<file path="src/rtl/dmem_arbiter.sv">
// -----------------------------------------------------------------------------
// dmem_arbiter
//
// Shares one single-port data RAM (2^ADDR_W words of 32 bits, one-cycle
// synchronous read) between the CPU MEM stage and a debug/loader port.
// Every access takes three cycles: IDLE (arbitrate and latch), ACCESS (one RAM
// strobe), DONE (one-cycle ack to the winner with read data and error flag).
//
// The CPU wins by default. A bounded-wait counter forces a pending debug
// request through after MAX_WAIT consecutive CPU grants, so debug cannot
// starve behind a busy CPU.
//
// Supported accesses: word load, sign-extended halfword load (CPU only) and
// word store. Out-of-range and misaligned accesses are acked with err=1 and
// rdata=0, and never strobe the RAM.
//
// Ports
//   clk, rst        clock (rising edge), asynchronous active-high reset
//   cpu_req/we/lh   CPU request, store select, halfword-load select
//   cpu_addr/wdata  CPU byte address and store data
//   cpu_ack/rdata   one-cycle completion pulse, load result (0 when no ack)
//   cpu_err         access rejected (valid with cpu_ack)
//   cpu_stall       cpu_req & ~cpu_ack
//   dbg_req/we      debug request and store select (word accesses only)
//   dbg_addr/wdata  debug byte address and store data
//   dbg_ack/rdata   one-cycle completion pulse, load result (0 when no ack)
//   dbg_err         access rejected (valid with dbg_ack)
//   ram_addr        RAM word address (latched byte address [ADDR_W+1:2])
//   ram_din         RAM store data
//   ram_str/ram_ld  RAM write / read strobes, high for exactly the ACCESS cycle
//   ram_dout        RAM read data, valid the cycle after ram_ld
// -----------------------------------------------------------------------------
module dmem_arbiter #(
  parameter int ADDR_W   = 10,
  parameter int MAX_WAIT = 4
) (
  input  logic              clk,
  input  logic              rst,

  input  logic              cpu_req,
  input  logic              cpu_we,
  input  logic              cpu_lh,
  input  logic [31:0]       cpu_addr,
  input  logic [31:0]       cpu_wdata,
  output logic              cpu_ack,
  output logic [31:0]       cpu_rdata,
  output logic              cpu_err,
  output logic              cpu_stall,

  input  logic              dbg_req,
  input  logic              dbg_we,
  input  logic [31:0]       dbg_addr,
  input  logic [31:0]       dbg_wdata,
  output logic              dbg_ack,
  output logic [31:0]       dbg_rdata,
  output logic              dbg_err,

  output logic [ADDR_W-1:0] ram_addr,
  output logic [31:0]       ram_din,
  output logic              ram_str,
  output logic              ram_ld,
  input  logic [31:0]       ram_dout
);

  typedef enum logic [1:0] {
    IDLE   = 2'd0,
    ACCESS = 2'd1,
    DONE   = 2'd2
  } state_t;

  localparam int              CNT_W   = $clog2(MAX_WAIT + 1);
  localparam logic [CNT_W-1:0] MAX_CNT = CNT_W'(MAX_WAIT);

  // ---------------------------------------------------------------------------
  // State and latched request
  // ---------------------------------------------------------------------------
  state_t              state_reg;
  logic [CNT_W-1:0]    wait_cnt_reg;
  logic [CNT_W-1:0]    wait_cnt_next;

  logic                sel_dbg_reg;   // 1 = debug owns the current access
  logic                we_reg;
  logic                lh_reg;
  logic                half_hi_reg;   // LH selects upper halfword (addr[1])
  logic                err_reg;

  logic                cpu_ack_reg;
  logic                cpu_err_reg;
  logic                dbg_ack_reg;
  logic                dbg_err_reg;
  logic                ram_str_reg;
  logic                ram_ld_reg;
  logic [ADDR_W-1:0]   ram_addr_reg;
  logic [31:0]         ram_din_reg;

  // ---------------------------------------------------------------------------
  // Arbitration and selected-request decode (only meaningful in IDLE)
  // ---------------------------------------------------------------------------
  logic        any_req;
  logic        dbg_win;
  logic        sel_we;
  logic        sel_lh;
  logic [31:0] sel_addr;
  logic [31:0] sel_wdata;
  logic        range_err;
  logic        align_err;
  logic        sel_err;

  assign any_req = cpu_req | dbg_req;

  // Debug wins when it is alone, or when the CPU has used up its allowance.
  assign dbg_win = dbg_req & (~cpu_req | (wait_cnt_reg == MAX_CNT));

  // The debug port only does word accesses; LH is meaningless for stores.
  assign sel_we    = dbg_win ? dbg_we    : cpu_we;
  assign sel_lh    = dbg_win ? 1'b0      : (cpu_lh & ~cpu_we);
  assign sel_addr  = dbg_win ? dbg_addr  : cpu_addr;
  assign sel_wdata = dbg_win ? dbg_wdata : cpu_wdata;

  // Any address bit above the RAM byte space makes the access out of range.
  if (ADDR_W + 2 < 32) begin : g_range_chk
    assign range_err = |sel_addr[31:ADDR_W+2];
  end else begin : g_no_range_chk
    assign range_err = 1'b0;
  end

  // Words need 4-byte alignment, halfwords need 2-byte alignment.
  assign align_err = sel_lh ? sel_addr[0] : (|sel_addr[1:0]);
  assign sel_err   = range_err | align_err;

  // Bounded-wait counter: counts CPU grants made while debug is waiting.
  always_comb begin
    wait_cnt_next = wait_cnt_reg;
    if (state_reg == IDLE) begin
      if (!dbg_req || dbg_win) begin
        wait_cnt_next = '0;
      end else if (cpu_req && (wait_cnt_reg != MAX_CNT)) begin
        wait_cnt_next = wait_cnt_reg + 1'b1;
      end
    end
  end

  // ---------------------------------------------------------------------------
  // Sequencer: all control outputs are registered here
  // ---------------------------------------------------------------------------
  always_ff @(posedge clk or posedge rst) begin
    if (rst) begin
      state_reg    <= IDLE;
      wait_cnt_reg <= '0;
      sel_dbg_reg  <= 1'b0;
      we_reg       <= 1'b0;
      lh_reg       <= 1'b0;
      half_hi_reg  <= 1'b0;
      err_reg      <= 1'b0;
      cpu_ack_reg  <= 1'b0;
      cpu_err_reg  <= 1'b0;
      dbg_ack_reg  <= 1'b0;
      dbg_err_reg  <= 1'b0;
      ram_str_reg  <= 1'b0;
      ram_ld_reg   <= 1'b0;
      ram_addr_reg <= '0;
      ram_din_reg  <= '0;
    end else begin
      // Pulses default low so each is high for exactly one cycle.
      cpu_ack_reg  <= 1'b0;
      cpu_err_reg  <= 1'b0;
      dbg_ack_reg  <= 1'b0;
      dbg_err_reg  <= 1'b0;
      ram_str_reg  <= 1'b0;
      ram_ld_reg   <= 1'b0;
      wait_cnt_reg <= wait_cnt_next;

      unique case (state_reg)
        IDLE: begin
          if (any_req) begin
            sel_dbg_reg  <= dbg_win;
            we_reg       <= sel_we;
            lh_reg       <= sel_lh;
            half_hi_reg  <= sel_addr[1];
            err_reg      <= sel_err;
            ram_addr_reg <= sel_addr[ADDR_W+1:2];
            ram_din_reg  <= sel_wdata;
            // Strobes become visible in the ACCESS cycle; rejected accesses
            // never touch the RAM.
            ram_ld_reg   <= ~sel_we & ~sel_err;
            ram_str_reg  <= sel_we & ~sel_err;
            state_reg    <= ACCESS;
          end
        end

        ACCESS: begin
          if (sel_dbg_reg) begin
            dbg_ack_reg <= 1'b1;
            dbg_err_reg <= err_reg;
          end else begin
            cpu_ack_reg <= 1'b1;
            cpu_err_reg <= err_reg;
          end
          state_reg <= DONE;
        end

        DONE: begin
          state_reg <= IDLE;
        end

        default: begin
          state_reg <= IDLE;
        end
      endcase
    end
  end

  // ---------------------------------------------------------------------------
  // Read-data formatting. ram_dout is valid during DONE (one cycle after the
  // ACCESS-cycle ram_ld), which is exactly when the ack is high, so the result
  // is steered combinationally and gated by the ack.
  // ---------------------------------------------------------------------------
  logic [15:0] half_sel;
  logic [31:0] lh_word;
  logic [31:0] fmt_data;
  logic        rd_valid;

  assign half_sel = half_hi_reg ? ram_dout[31:16] : ram_dout[15:0];

  for (genvar gi = 0; gi < 32; gi++) begin : g_sext
    if (gi < 16) begin : g_lo
      assign lh_word[gi] = half_sel[gi];
    end else begin : g_hi
      assign lh_word[gi] = half_sel[15];
    end
  end

  assign fmt_data = lh_reg ? lh_word : ram_dout;

  // Only successful loads return data; stores and errors return zero.
  assign rd_valid = ~we_reg & ~err_reg;

  // ---------------------------------------------------------------------------
  // Outputs
  // ---------------------------------------------------------------------------
  assign cpu_ack   = cpu_ack_reg;
  assign cpu_err   = cpu_err_reg;
  assign cpu_rdata = (cpu_ack_reg & rd_valid) ? fmt_data : 32'd0;
  assign cpu_stall = cpu_req & ~cpu_ack_reg;

  assign dbg_ack   = dbg_ack_reg;
  assign dbg_err   = dbg_err_reg;
  assign dbg_rdata = (dbg_ack_reg & rd_valid) ? fmt_data : 32'd0;

  assign ram_addr  = ram_addr_reg;
  assign ram_din   = ram_din_reg;
  assign ram_str   = ram_str_reg;
  assign ram_ld    = ram_ld_reg;

endmodule

</file>
<file path="config.mk">
export PLATFORM = sky130hd
export DESIGN_NAME = dmem_arbiter
export DESIGN_NICKNAME = d
export VERILOG_FILES = /design/src/rtl/dmem_arbiter.sv
export SDC_FILE = /design/constraint.sdc
export NUM_CORES = 1
export LEC_CHECK = 0
export BUFFER_PORTS_ARGS = -buffer_cell sky130_fd_sc_hd__buf_2
export CAP_MARGIN = 20
export CORE_AREA = 2 2 107 109
export CTS_CLUSTER_DIAMETER = 60
export CTS_CLUSTER_SIZE = 40
export DETAILED_ROUTE_END_ITERATION = 16
export DIE_AREA = 0 0 109 111
export GPL_TIMING_DRIVEN = 0
export PLACE_DENSITY = 0.66
export RECOVER_POWER = 25
export SYNTH_ARGS = -nofsm -noshare
export SYNTH_HDL_FRONTEND = slang
export SYNTH_SLANG_ARGS = --single-unit
export TNS_END_PERCENT = 10
</file>
<file path="constraint.sdc">
create_clock -name clk -period 2 [get_ports clk]
set_input_delay 0.4 -clock clk [delete_from_list [all_inputs] [get_ports clk]]
set_output_delay 0.4 -clock clk [all_outputs]
set_load 0.1 [all_outputs]
</file>
==> impl_metrics.tcl <==
set metrics [dict create \
    status "finished with violations" \
    failed_checks "negative setup slack" \
    num_vias 3981 \
    synth-seq-cells 58 \
    r2r_slack_ns 0.01 \
    avgSynthCellArea_um2 8.99 \
    grt_max_degree 36 \
    dr_wl_met3_um 1320 \
    setup_viol 62 \
    fin_skew_ns 0.00633 \
    nets 842 \
    power_density_nw_per_um2 1530 \
    clk_pin_slew_ns 0.05 \
    rows 39 \
    insertion_delay_ns 0.33 \
    synth_ff_type "dfrtp_1" \
    dr_wl_met2_um 8280 \
    gp_congestion 0.820 \
    tns_ns -6.55 \
    cts.sinks 58 \
    holdBufCountCts 0 \
    power.leakage_nw 3.43 \
    top_layer "met5" \
    crit_type "reg -> out" \
    post-route-min-period_ns 2.16 \
    slew_violations 0 \
    io_pins 280 \
    port_buffers 279 \
    die_area_um2 12100 \
    dp_hpwl_um 11000 \
    drtAntennaViolNets 0 \
    cp-start-kind "flop" \
    drc 0 \
    syn-instance-count 373 \
    synth_edf_count 0 \
    synth_most_common_cell "mux2i_1" \
    yosys.area.top_type "dfrtp_1" \
    htreeDepth 3 \
    grt_pass1_vias 4239 \
    ir_worst_vdd_v 0.00157 \
    post-place-ws_ns -0.384 \
    grt-ovfl-total 0 \
    largest_reg_flops 32 \
    whs_ns 0.255 \
    yosys.cell_types.count 33 \
    nFillCells 816 \
    period_share_pct 108 \
    die_h_um 111 \
    synth_top_area_share_pct 43.3 \
    clockBufferDepth 2 \
    syn-cell-area_um2 3350 \
    rsz0062_at_grt "yes" \
    cts_root_buffer "clkbuf_16" \
    ys_top_cells_by_count "mux2i_1 (59), dfrtp_1 (58), nand2_1 (51)" \
    async_flop_share_pct 100 \
    cp-end-kind "output port" \
    drive_above_1_share_pct 62.8 \
    die_w_um 109 \
    drt-total-wl_um 15200 \
    worstPathRequired_ns 1.60 \
    grt_use_total_pct 25.1 \
    wl_per_cell_um 18.5 \
    hold_violations 0 \
    max_freq_ghz 0.464 \
    area_growth_pct 115 \
    synth_top_cells_by_area "dfrtp_1 (43%), mux2i_1 (18%), nand2_1 (5.7%)" \
    num_antenna_cells 0 \
    syn_nets 542 \
    total_power_mw 11.1 \
    wl_met1_um 5090 \
    slew_headroom_pct 40.3 \
    drv_cap 0 \
    path_max_fanout 7 \
    core_um2 11100 \
    tightest_slew_ns 0.895 \
    yosys_warnings 0 \
    first_pass_iters 4 \
    cts_made_buffers 9 \
    vias_per_cell 4.85 \
    first_iter_violations 187 \
    grt_antenna_before_repair 1 \
    timing.final.ws_setup_ns -0.156 \
    cts_tree "built" \
    cp.arrival_ns 1.76 \
    hp-class "in -> async" \
    grt_pass1_wl_um 22900 \
    yosysSeqAreaShare_pct 43.3 \
    initial_utilization_pct 30.3 \
]
## critical path, stage by stage, from the launching register on
cell	delay [ns]
dfrtp_2	0.43
buf_6	0.14
nand2_8	0.12
buf_12	0.17
mux2i_4	0.32
nor2_4	0.07
buf_12	0.17
## report_power, final
| group | switching, mW | internal (mW) | total [mW] | leakage, nW |
|---|---|---|---|---|
| sequential | 0.316 | 1.71 | 2.03 | 0.719 |
| clock | 0.504 | 1.16 | 1.66 | 0.157 |
| combinational | 5.71 | 1.66 | 7.37 | 2.55 |
## logic make-up (layout without fill, tap and decap cells)
group	Yosys count	count (layout)	share of synthesized area [%]
multiplexers	61	61	18.3
buffers and inverters	32	337	5.11
AND/OR/NAND/NOR	129	129	18.0
adder cells (fa/ha/maj)	2	2	0.746
flip-flops	58	58	43.3
AO/OA/AOI/OAI	91	91	14.6
## stage by stage
stage | cell area, um2 | cells | util [%]
after floorplan | 4030 | 373 | -
after global placement | 5610 | 795 | 50.6
after detailed placement | 5640 | 797 | 50.9
after CTS | 7120 | 818 | 64.2
after global routing | 7230 | 821 | 65.2
final | 7230 | 821 | 65.2
## cells in the final DEF, fill, tap and decap left out, types with 2 or more instances in the layout
cell type	instances
dfrtp_1	54
buf_12	57
nor4_1	8
a21oi_1	2
inv_1	4
nand2b_4	2
ha_1	2
a21oi_4	31
buf_8	8
clkbuf_8	4
mux2i_2	5
bufinv_16	2
mux2i_4	10
nand2b_2	3
o21ai_1	19
buf_4	12
nand2b_1	14
and2_1	3
nand2_8	2
nor2_1	5
nor2b_1	2
mux2_2	2
a211oi_2	2
nor2_4	31
clkbuf_1	7
nand2_1	47
dfrtp_2	4
clkbuf_16	14
nand2_4	2
mux2i_1	44
o21ai_0	29
a21oi_2	3
buf_2	222
nand4_1	2
buf_6	5
## timing repair
item | CTS | global route
gates cloned | 3 | 0
gates resized for setup | 274 | 30
setup endpoints to repair | 65 | 86
hold endpoints to repair | 0 | 0
pin swaps | 9 | 5
buffers inserted | 2 | 3
## layout make-up
| class | instances | area (um2) | area share (%) |
|---|---|---|---|
| buffer | 28 | 342 | 4.73 |
| clock buffer | 14 | 264 | 3.65 |
| clock inverter | 2 | 60.1 | 0.831 |
| inverter | 4 | 15.0 | 0.208 |
| multi-input combinational | 283 | 2530 | 35.0 |
| sequential | 58 | 1460 | 20.2 |
| tap | 143 | 179 | 2.48 |
| timing repair buffer | 289 | 2380 | 32.9 |
## path summary, 6_finish.rpt
kind,start,end,cells past startpoint
setup / recovery,half_hi_reg$_DFFE_PP0P_,cpu_rdata[8],6
hold / removal,rst,ram_ld$_DFF_PP0_,2
setup reg to reg,wait_cnt_reg[0]$_DFFE_PP0P_,err_reg$_DFFE_PP0P_,8
hold reg to reg,ram_din[31]$_DFFE_PP0P_,ram_din[31]$_DFFE_PP0P_,2
max in group asynchronous,rst,half_hi_reg$_DFFE_PP0P_,3
min in group clk,dbg_wdata[10],ram_din[10]$_DFFE_PP0P_,3
## layer usage
layer / GRT usage, % / vias to the layer above
li1: - / 1893
met1: 25.1 / 1822
met2: 47.2 / 220
met3: 7.17 / 44
met4: 10.4 / 2
met5: 0 / -
(Power assumes the default switching activity.)
